## src/rtl/fib_pkg.sv

```systemverilog
// Shared state encoding, default widths and a width helper for the Fibonacci host controller.
package fib_pkg;

   localparam int N_W_DEF   = 6;
   localparam int RES_W_DEF = 32;
   localparam int DEPTH_DEF = 4;
   localparam int TMO_DEF   = 64;

   typedef enum logic [2:0] {
      S_IDLE,
      S_ISSUE,
      S_RUN,
      S_STOP,
      S_DLVR
   } host_state_t;

   // Counter width able to hold 0..n-1, never narrower than one bit.
   function automatic int cnt_w(input int n);
      return (n > 1) ? $clog2(n) : 1;
   endfunction

endpackage

```

## src/rtl/fib_cmd_fifo.sv

```systemverilog
// Command FIFO holding pending Fibonacci indices, DEPTH entries of W bits.
// Latency: a push is visible at the head one cycle later; the head is read combinationally.
// Backpressure: full blocks pushes (no overwrite); pop on empty is ignored.
module fib_cmd_fifo
   import fib_pkg::*;
#(
   parameter int W     = N_W_DEF,
   parameter int DEPTH = DEPTH_DEF
) (
   input  logic         CLK,
   input  logic         rst_n,
   input  logic         push,
   input  logic [W-1:0] push_dat,
   input  logic         pop,
   output logic [W-1:0] pop_dat,
   output logic         full,
   output logic         empty
);
   localparam int AW = cnt_w(DEPTH);

   logic [AW:0]  wr_ptr_q, wr_ptr_d;
   logic [AW:0]  rd_ptr_q, rd_ptr_d;
   logic [W-1:0] mem_q [DEPTH];
   logic [W-1:0] mem_d [DEPTH];
   logic         do_push;
   logic         do_pop;

   // Extra pointer bit tells full from empty when the index bits match.
   always_comb begin
      full     = (wr_ptr_q[AW] != rd_ptr_q[AW]) && (wr_ptr_q[AW-1:0] == rd_ptr_q[AW-1:0]);
      empty    = (wr_ptr_q == rd_ptr_q);
      do_push  = push & ~full;
      do_pop   = pop & ~empty;
      wr_ptr_d = wr_ptr_q + (AW+1)'(do_push);
      rd_ptr_d = rd_ptr_q + (AW+1)'(do_pop);
      mem_d    = mem_q;
      if (do_push) begin
         mem_d[wr_ptr_q[AW-1:0]] = push_dat;
      end
      pop_dat  = mem_q[rd_ptr_q[AW-1:0]];
   end

   always_ff @(posedge CLK) begin
      if (!rst_n) begin
         wr_ptr_q <= '0;
         rd_ptr_q <= '0;
      end else begin
         wr_ptr_q <= wr_ptr_d;
         rd_ptr_q <= rd_ptr_d;
      end
   end

   always_ff @(posedge CLK) begin
      mem_q <= mem_d;
   end

endmodule

```

## src/rtl/fib_host_ctrl.sv

```systemverilog
// Requester-side controller: queues indices, runs one accelerator job at a time, returns results.
// Latency: command accept to res_vld is n+4 cycles minimum (idle accelerator, empty FIFO).
// Backpressure: cmd_rdy low when the FIFO is full; res_vld held with stable data until res_rdy.
module fib_host_ctrl
   import fib_pkg::*;
#(
   parameter int N_W   = N_W_DEF,
   parameter int RES_W = RES_W_DEF,
   parameter int DEPTH = DEPTH_DEF,
   parameter int TMO   = TMO_DEF
) (
   input  logic             CLK,
   input  logic             rst_n,
   input  logic             cmd_vld,
   output logic             cmd_rdy,
   input  logic [N_W-1:0]   cmd_n,
   output logic             acc_vld_in,
   input  logic             acc_rdy_in,
   output logic             acc_rdy_out,
   input  logic             acc_vld_out,
   input  logic [RES_W-1:0] acc_result,
   output logic             res_vld,
   input  logic             res_rdy,
   output logic [N_W-1:0]   res_n,
   output logic [RES_W-1:0] res_data,
   output logic             res_tmo,
   output logic             busy
);
   localparam int TW = cnt_w(TMO);

   host_state_t      state_q, state_d;
   logic [N_W-1:0]   job_n_q, job_n_d;
   logic [N_W-1:0]   step_cnt_q, step_cnt_d;
   logic [TW-1:0]    tmo_cnt_q, tmo_cnt_d;
   logic [RES_W-1:0] res_data_q, res_data_d;
   logic             res_tmo_q, res_tmo_d;
   logic             acc_vld_in_q, acc_vld_in_d;
   logic             acc_rdy_out_q, acc_rdy_out_d;
   logic             res_vld_q, res_vld_d;
   logic             proto_err_q, proto_err_d;

   logic             fifo_full;
   logic             fifo_empty;
   logic             fifo_pop;
   logic [N_W-1:0]   fifo_head;

   fib_cmd_fifo #(
      .W     (N_W),
      .DEPTH (DEPTH)
   ) u_cmd_fifo (
      .CLK      (CLK),
      .rst_n    (rst_n),
      .push     (cmd_vld),
      .push_dat (cmd_n),
      .pop      (fifo_pop),
      .pop_dat  (fifo_head),
      .full     (fifo_full),
      .empty    (fifo_empty)
   );

   always_comb begin
      state_d    = state_q;
      job_n_d    = job_n_q;
      step_cnt_d = step_cnt_q;
      tmo_cnt_d  = tmo_cnt_q;
      res_data_d = res_data_q;
      res_tmo_d  = res_tmo_q;
      fifo_pop   = 1'b0;
      case (state_q)
         S_IDLE: begin
            if (!fifo_empty) begin
               fifo_pop = 1'b1;
               job_n_d  = fifo_head;
               state_d  = S_ISSUE;
            end
         end
         S_ISSUE: begin
            if (acc_rdy_in) begin
               step_cnt_d = job_n_q;
               state_d    = S_RUN;
            end
         end
         S_RUN: begin
            if (step_cnt_q == '0) begin
               tmo_cnt_d = '0;
               state_d   = S_STOP;
            end else begin
               step_cnt_d = step_cnt_q - N_W'(1);
            end
         end
         S_STOP: begin
            // A result arriving on the last timeout cycle still counts as a result.
            if (acc_vld_out) begin
               res_data_d = acc_result;
               res_tmo_d  = 1'b0;
               state_d    = S_DLVR;
            end else if (tmo_cnt_q == TW'(TMO - 1)) begin
               res_data_d = '0;
               res_tmo_d  = 1'b1;
               state_d    = S_DLVR;
            end else begin
               tmo_cnt_d = tmo_cnt_q + TW'(1);
            end
         end
         S_DLVR: begin
            if (res_rdy) begin
               state_d = S_IDLE;
            end
         end
         default: state_d = S_IDLE;
      endcase
      acc_vld_in_d  = (state_d == S_ISSUE);
      acc_rdy_out_d = (state_d == S_STOP);
      res_vld_d     = (state_d == S_DLVR);
      proto_err_d   = proto_err_q | (acc_vld_out & (state_q != S_STOP));
   end

   always_ff @(posedge CLK) begin
      if (!rst_n) begin
         state_q       <= S_IDLE;
         job_n_q       <= '0;
         step_cnt_q    <= '0;
         tmo_cnt_q     <= '0;
         res_data_q    <= '0;
         res_tmo_q     <= 1'b0;
         acc_vld_in_q  <= 1'b0;
         acc_rdy_out_q <= 1'b0;
         res_vld_q     <= 1'b0;
         proto_err_q   <= 1'b0;
      end else begin
         state_q       <= state_d;
         job_n_q       <= job_n_d;
         step_cnt_q    <= step_cnt_d;
         tmo_cnt_q     <= tmo_cnt_d;
         res_data_q    <= res_data_d;
         res_tmo_q     <= res_tmo_d;
         acc_vld_in_q  <= acc_vld_in_d;
         acc_rdy_out_q <= acc_rdy_out_d;
         res_vld_q     <= res_vld_d;
         proto_err_q   <= proto_err_d;
      end
   end

   assign cmd_rdy     = ~fifo_full;
   assign acc_vld_in  = acc_vld_in_q;
   assign acc_rdy_out = acc_rdy_out_q;
   assign res_vld     = res_vld_q;
   assign res_n       = job_n_q;
   assign res_data    = res_data_q;
   assign res_tmo     = res_tmo_q;
   assign busy        = (state_q != S_IDLE) || !fifo_empty;

endmodule

```

## config.mk

```make
export PLATFORM = sky130hd
export DESIGN_NAME = fib_host_ctrl
export DESIGN_NICKNAME = d
export VERILOG_FILES = /design/src/rtl/fib_pkg.sv /design/src/rtl/fib_cmd_fifo.sv /design/src/rtl/fib_host_ctrl.sv
export SDC_FILE = /design/constraint.sdc
export NUM_CORES = 1
export LEC_CHECK = 0
export ABC_AREA = 1
export CAP_MARGIN = 15
export CORE_ASPECT_RATIO = 1.25
export CORE_MARGIN = 5
export CORE_UTILIZATION = 53
export DETAILED_ROUTE_END_ITERATION = 6
export PLACE_DENSITY = 0.89
export SYNTH_ARGS = -nofsm -noshare
export SYNTH_HDL_FRONTEND = slang
export SYNTH_SLANG_ARGS = --single-unit
```

## constraint.sdc

```tcl
create_clock -name CLK -period 3.8 [get_ports CLK]
set_input_delay 0.38 -clock CLK [delete_from_list [all_inputs] [get_ports CLK]]
set_output_delay 0.38 -clock CLK [all_outputs]
set_load 0.02 [all_outputs]
```

==> impl_metrics.py <==
metrics = {
    "run_status": {
        "status": "completed",
    },
    "sta": {
        "fmax_mhz": 425.3,
        "post-route-period-util_pct": 61.87,
        "grt_setup_unrepaired": "false",
        "setup_viol": 0,
        "final-max-slew-violation-count": 0,
        "maxSlewHeadroom_pct": 38.14,
        "worst_pin_slew_ns": 0.9208,
        "final.setup.tns_ns": 0,
        "hold_violations": 0,
        "min_period_ns": 2.351,
        "fin_skew_ns": 0.01122,
    },
    "setup_path": {
        "cp-start-kind": "flop",
        "critPathKind": "flop to output pin",
        "crit_cells": 3,
        "worstSetupEndpointType": "output pin",
        "slowest_delay_ns": 0.61,
        "required_ns": 3.42,
        "rr_worst_depth": 4,
        "path_cells": "xnor2_1 > nand4_1 > clkdlybuf4s50_1",
        "cp_data_arrival_time_ns": 1.97,
        "cp.buffers_inverters": 1,
        "cp_top_family": "flip-flops",
        "path_max_fanout": 14,
        "cp_slowest_cell": "dfxtp_1",
    },
    "yosys": {
        "avgSynthCellArea_sq_um": 8.612,
        "synth_nets": 477,
        "yosysWarningCount": 0,
        "syn_inst": 427,
        "async_reset_ff_share_pct": 0,
        "ys_ff_latch": 87,
        "synth_edf_count": 24,
        "yosysSeqAreaShare_pct": 53.90,
        "syn_area_sq_um": 3677,
        "synth_cell_types": 31,
        "synth_ff_type": "dfxtp_1",
    },
    "pwr": {
        "leakagePower_nw": 1.767,
        "switching_share_pct": 35.44,
        "netSwitchingPower_w": 0.0008711,
        "p_clk_share_pct": 23.5,
        "power_frac_seq_pct": 46.4,
        "max-vdd-ir-drop_mv": 0.3819,
        "p_total_w": 0.002458,
        "intPower_w": 0.001587,
        "combPwrFrac_pct": 30.1,
        "powerDensity_nw_per_um2": 518.6,
    },
    "detailed_routing": {
        "drt-initial-drc-count": 175,
        "route.detailed.drc": 0,
        "routed_wl_mm": 8.437,
        "vias": 3102,
        "detail-route-antenna-nets": 0,
        "vias_per_cell": 5.144,
        "drt_pre_antenna_iters": 4,
        "wl_per_cell_microns": 13.99,
    },
    "final_layout": {
        "antenna_cells": 0,
        "final_util_pct": 69.20,
        "drive_gt1_share_pct": 8.967,
        "areaGrowthSynthToFinish_pct": 28.89,
        "nNetsFinal": 558,
    },
    "job": {
        "max_cap_viol_count": 0,
    },
    "cts": {
        "cts_root_buffer": "clkbuf_8",
        "cts_resized": 0,
        "path_clk_slew_ns": 0.09,
        "tritoncts": "done",
        "h-tree-depth": 3,
        "cts_inserted_buffers": 9,
        "clock_path_buffers": 2,
        "clkLatencyLatePin_ns": 0.36,
        "hold_buffers": 0,
        "cts.sinks": 87,
        "cts_setup_buffers": 0,
    },
    "global_route": {
        "antenna_found_initial": 0,
        "grt_pass1_vias": 2997,
        "groute.layer.met1.usage_pct": 21.75,
        "grt_start_max_net_pins": 47,
        "grt_pass1_wl_mm": 13.66,
        "grtUsageMet3_pct": 4.796,
        "grt-busiest-layer": "met2",
        "overflow": 0,
        "grt_use_total_pct": 19.54,
        "globalRouteMet2Util_pct": 34.72,
    },
    "floorplan": {
        "start_util_pct": 53.69,
        "fp.coreArea_sq_um": 6849,
        "die_area_sq_um": 8714,
        "die_h_microns": 103.1,
        "die_x_microns": 84.50,
        "num_rows": 34,
        "io_pins": 88,
    },
    "placed_design": {
        "hpwl_mm": 6.061,
        "gp_congestion": 0.8005,
        "io_buffers": 87,
    },
    "hold_path": {
        "hold_depth": 2,
        "hp-class": "flop to flop",
    },
}
cells by family after synthesis:
family | count (synthesis) | synth area share, %
AOI/OAI and AO/OA | 79 | 11.84
adders and majority gates | 6 | 2.041
DFF | 87 | 53.90
and+or+nand+nor | 201 | 24.63
xor gates and xnor gates | 8 | 1.905
buffers and inverters | 46 | 5.682
final timing paths:
| path | startpoint | end | slack [ns] |
|---|---|---|---|
| max reg2reg | u_cmd_fifo.rd_ptr_q[1] | u_cmd_fifo.mem_q[0] | 1.60 |
| min | res_data[13] | res_data[13] | 0.48 |
| max | u_cmd_fifo.rd_ptr_q[1] | busy | 1.45 |
| min reg2reg | res_data[13] | res_data[13] | 0.48 |
state kept, by name, indices dropped and copies added, names as in the netlist:
register	flops
res_vld	1
u_cmd_fifo.mem_q	24
res_n	6
u_cmd_fifo.rd_ptr_q	3
tmo_cnt_q	6
acc_rdy_out	1
state_q	3
res_data	32
u_cmd_fifo.wr_ptr_q	3
acc_vld_in	1
step_cnt_q	6
res_tmo	1
layer usage:
layer / wire [microns] / up-vias
met5: 0 / -
met4: 299 / 0
met3: 440 / 23
met2: 4311 / 94
met1: 3385 / 1411
li1: - / 1574
cell usage after synthesis (2+ instances only):
cell type  number  share of area (%)
a21oi_1        33                4.5
edfxtp_1       24                 20
nor2_1         61                6.2
inv_2           4               0.41
buf_2           7               0.95
buf_6           3               0.92
a21oi_2         9                2.1
nand2_4         2               0.61
dfxtp_1        63                 34
nand2_2        10                1.7
o21ai_0        34                4.6
buf_1           2               0.20
clkbuf_1        5               0.51
nor3_1          6               0.82
xnor2_1         6                1.4
nand2_1        72                7.3
nand3_1        42                5.7
ha_1            6                2.0
inv_1          24                2.4
nand4_1         2               0.34
xor2_1          2               0.48
final cells by class:
cell class | instances | area [sq um]
clock buffer | 10 | 128.9
clock inverter | 6 | 45.04
fill | 513 | 2110
inverter | 29 | 113.9
multi-input combinational | 294 | 1486
sequential | 87 | 1982
tap | 90 | 112.6
timing repair buffer | 87 | 870.8
power groups by stage:
stage               sequential [W]  combinational (W)  clock [W]
floorplan                  0.00118           0.000468          0
CTS                        0.00114           0.000741   0.000589
global placement           0.00115           0.000713          0
finish                     0.00114           0.000739   0.000579
detailed placement         0.00116           0.000736          0
global route               0.00116           0.000835   0.000625
placed cells by master, fill, tap and decap left out, types with 2 or more instances in the layout:
master,n
nand3_1,42
nor3_1,6
ha_1,6
a21oi_2,9
edfxtp_1,24
nand2_4,2
nor2_1,61
inv_1,24
a21oi_1,33
dfxtp_1,63
xor2_1,2
clkbuf_8,9
clkdlybuf4s50_1,87
o21ai_0,34
nand2_1,72
xnor2_1,6
inv_2,4
nand4_1,2
nand2_2,10
clkinv_4,3
worst register-to-register path: cells and delay by family, from the launching register on:
| family | cells | cell delay (ns) |
|---|---|---|
| DFF | 1 | 0.61 |
| and+or+nand+nor | 3 | 1.01 |
| xor gates and xnor gates | 1 | 0.21 |
stage by stage:
step / area, sq um / setup slack, ns / cells / hold WS, ns
3_3_place_gp: 4566 / 1.706 / 587 / 0.4662
2_1_floorplan: 3677 / 2.006 / 427 / 0.4683
3_5_place_dp: 4566 / 1.623 / 587 / 0.4740
6_report: 4740 / 1.449 / 603 / 0.4843
4_1_cts: 4740 / 1.476 / 603 / 0.4867
5_1_grt: 4740 / 1.350 / 603 / 0.5070
No activity file was read; power rests on OpenSTA's default activity.
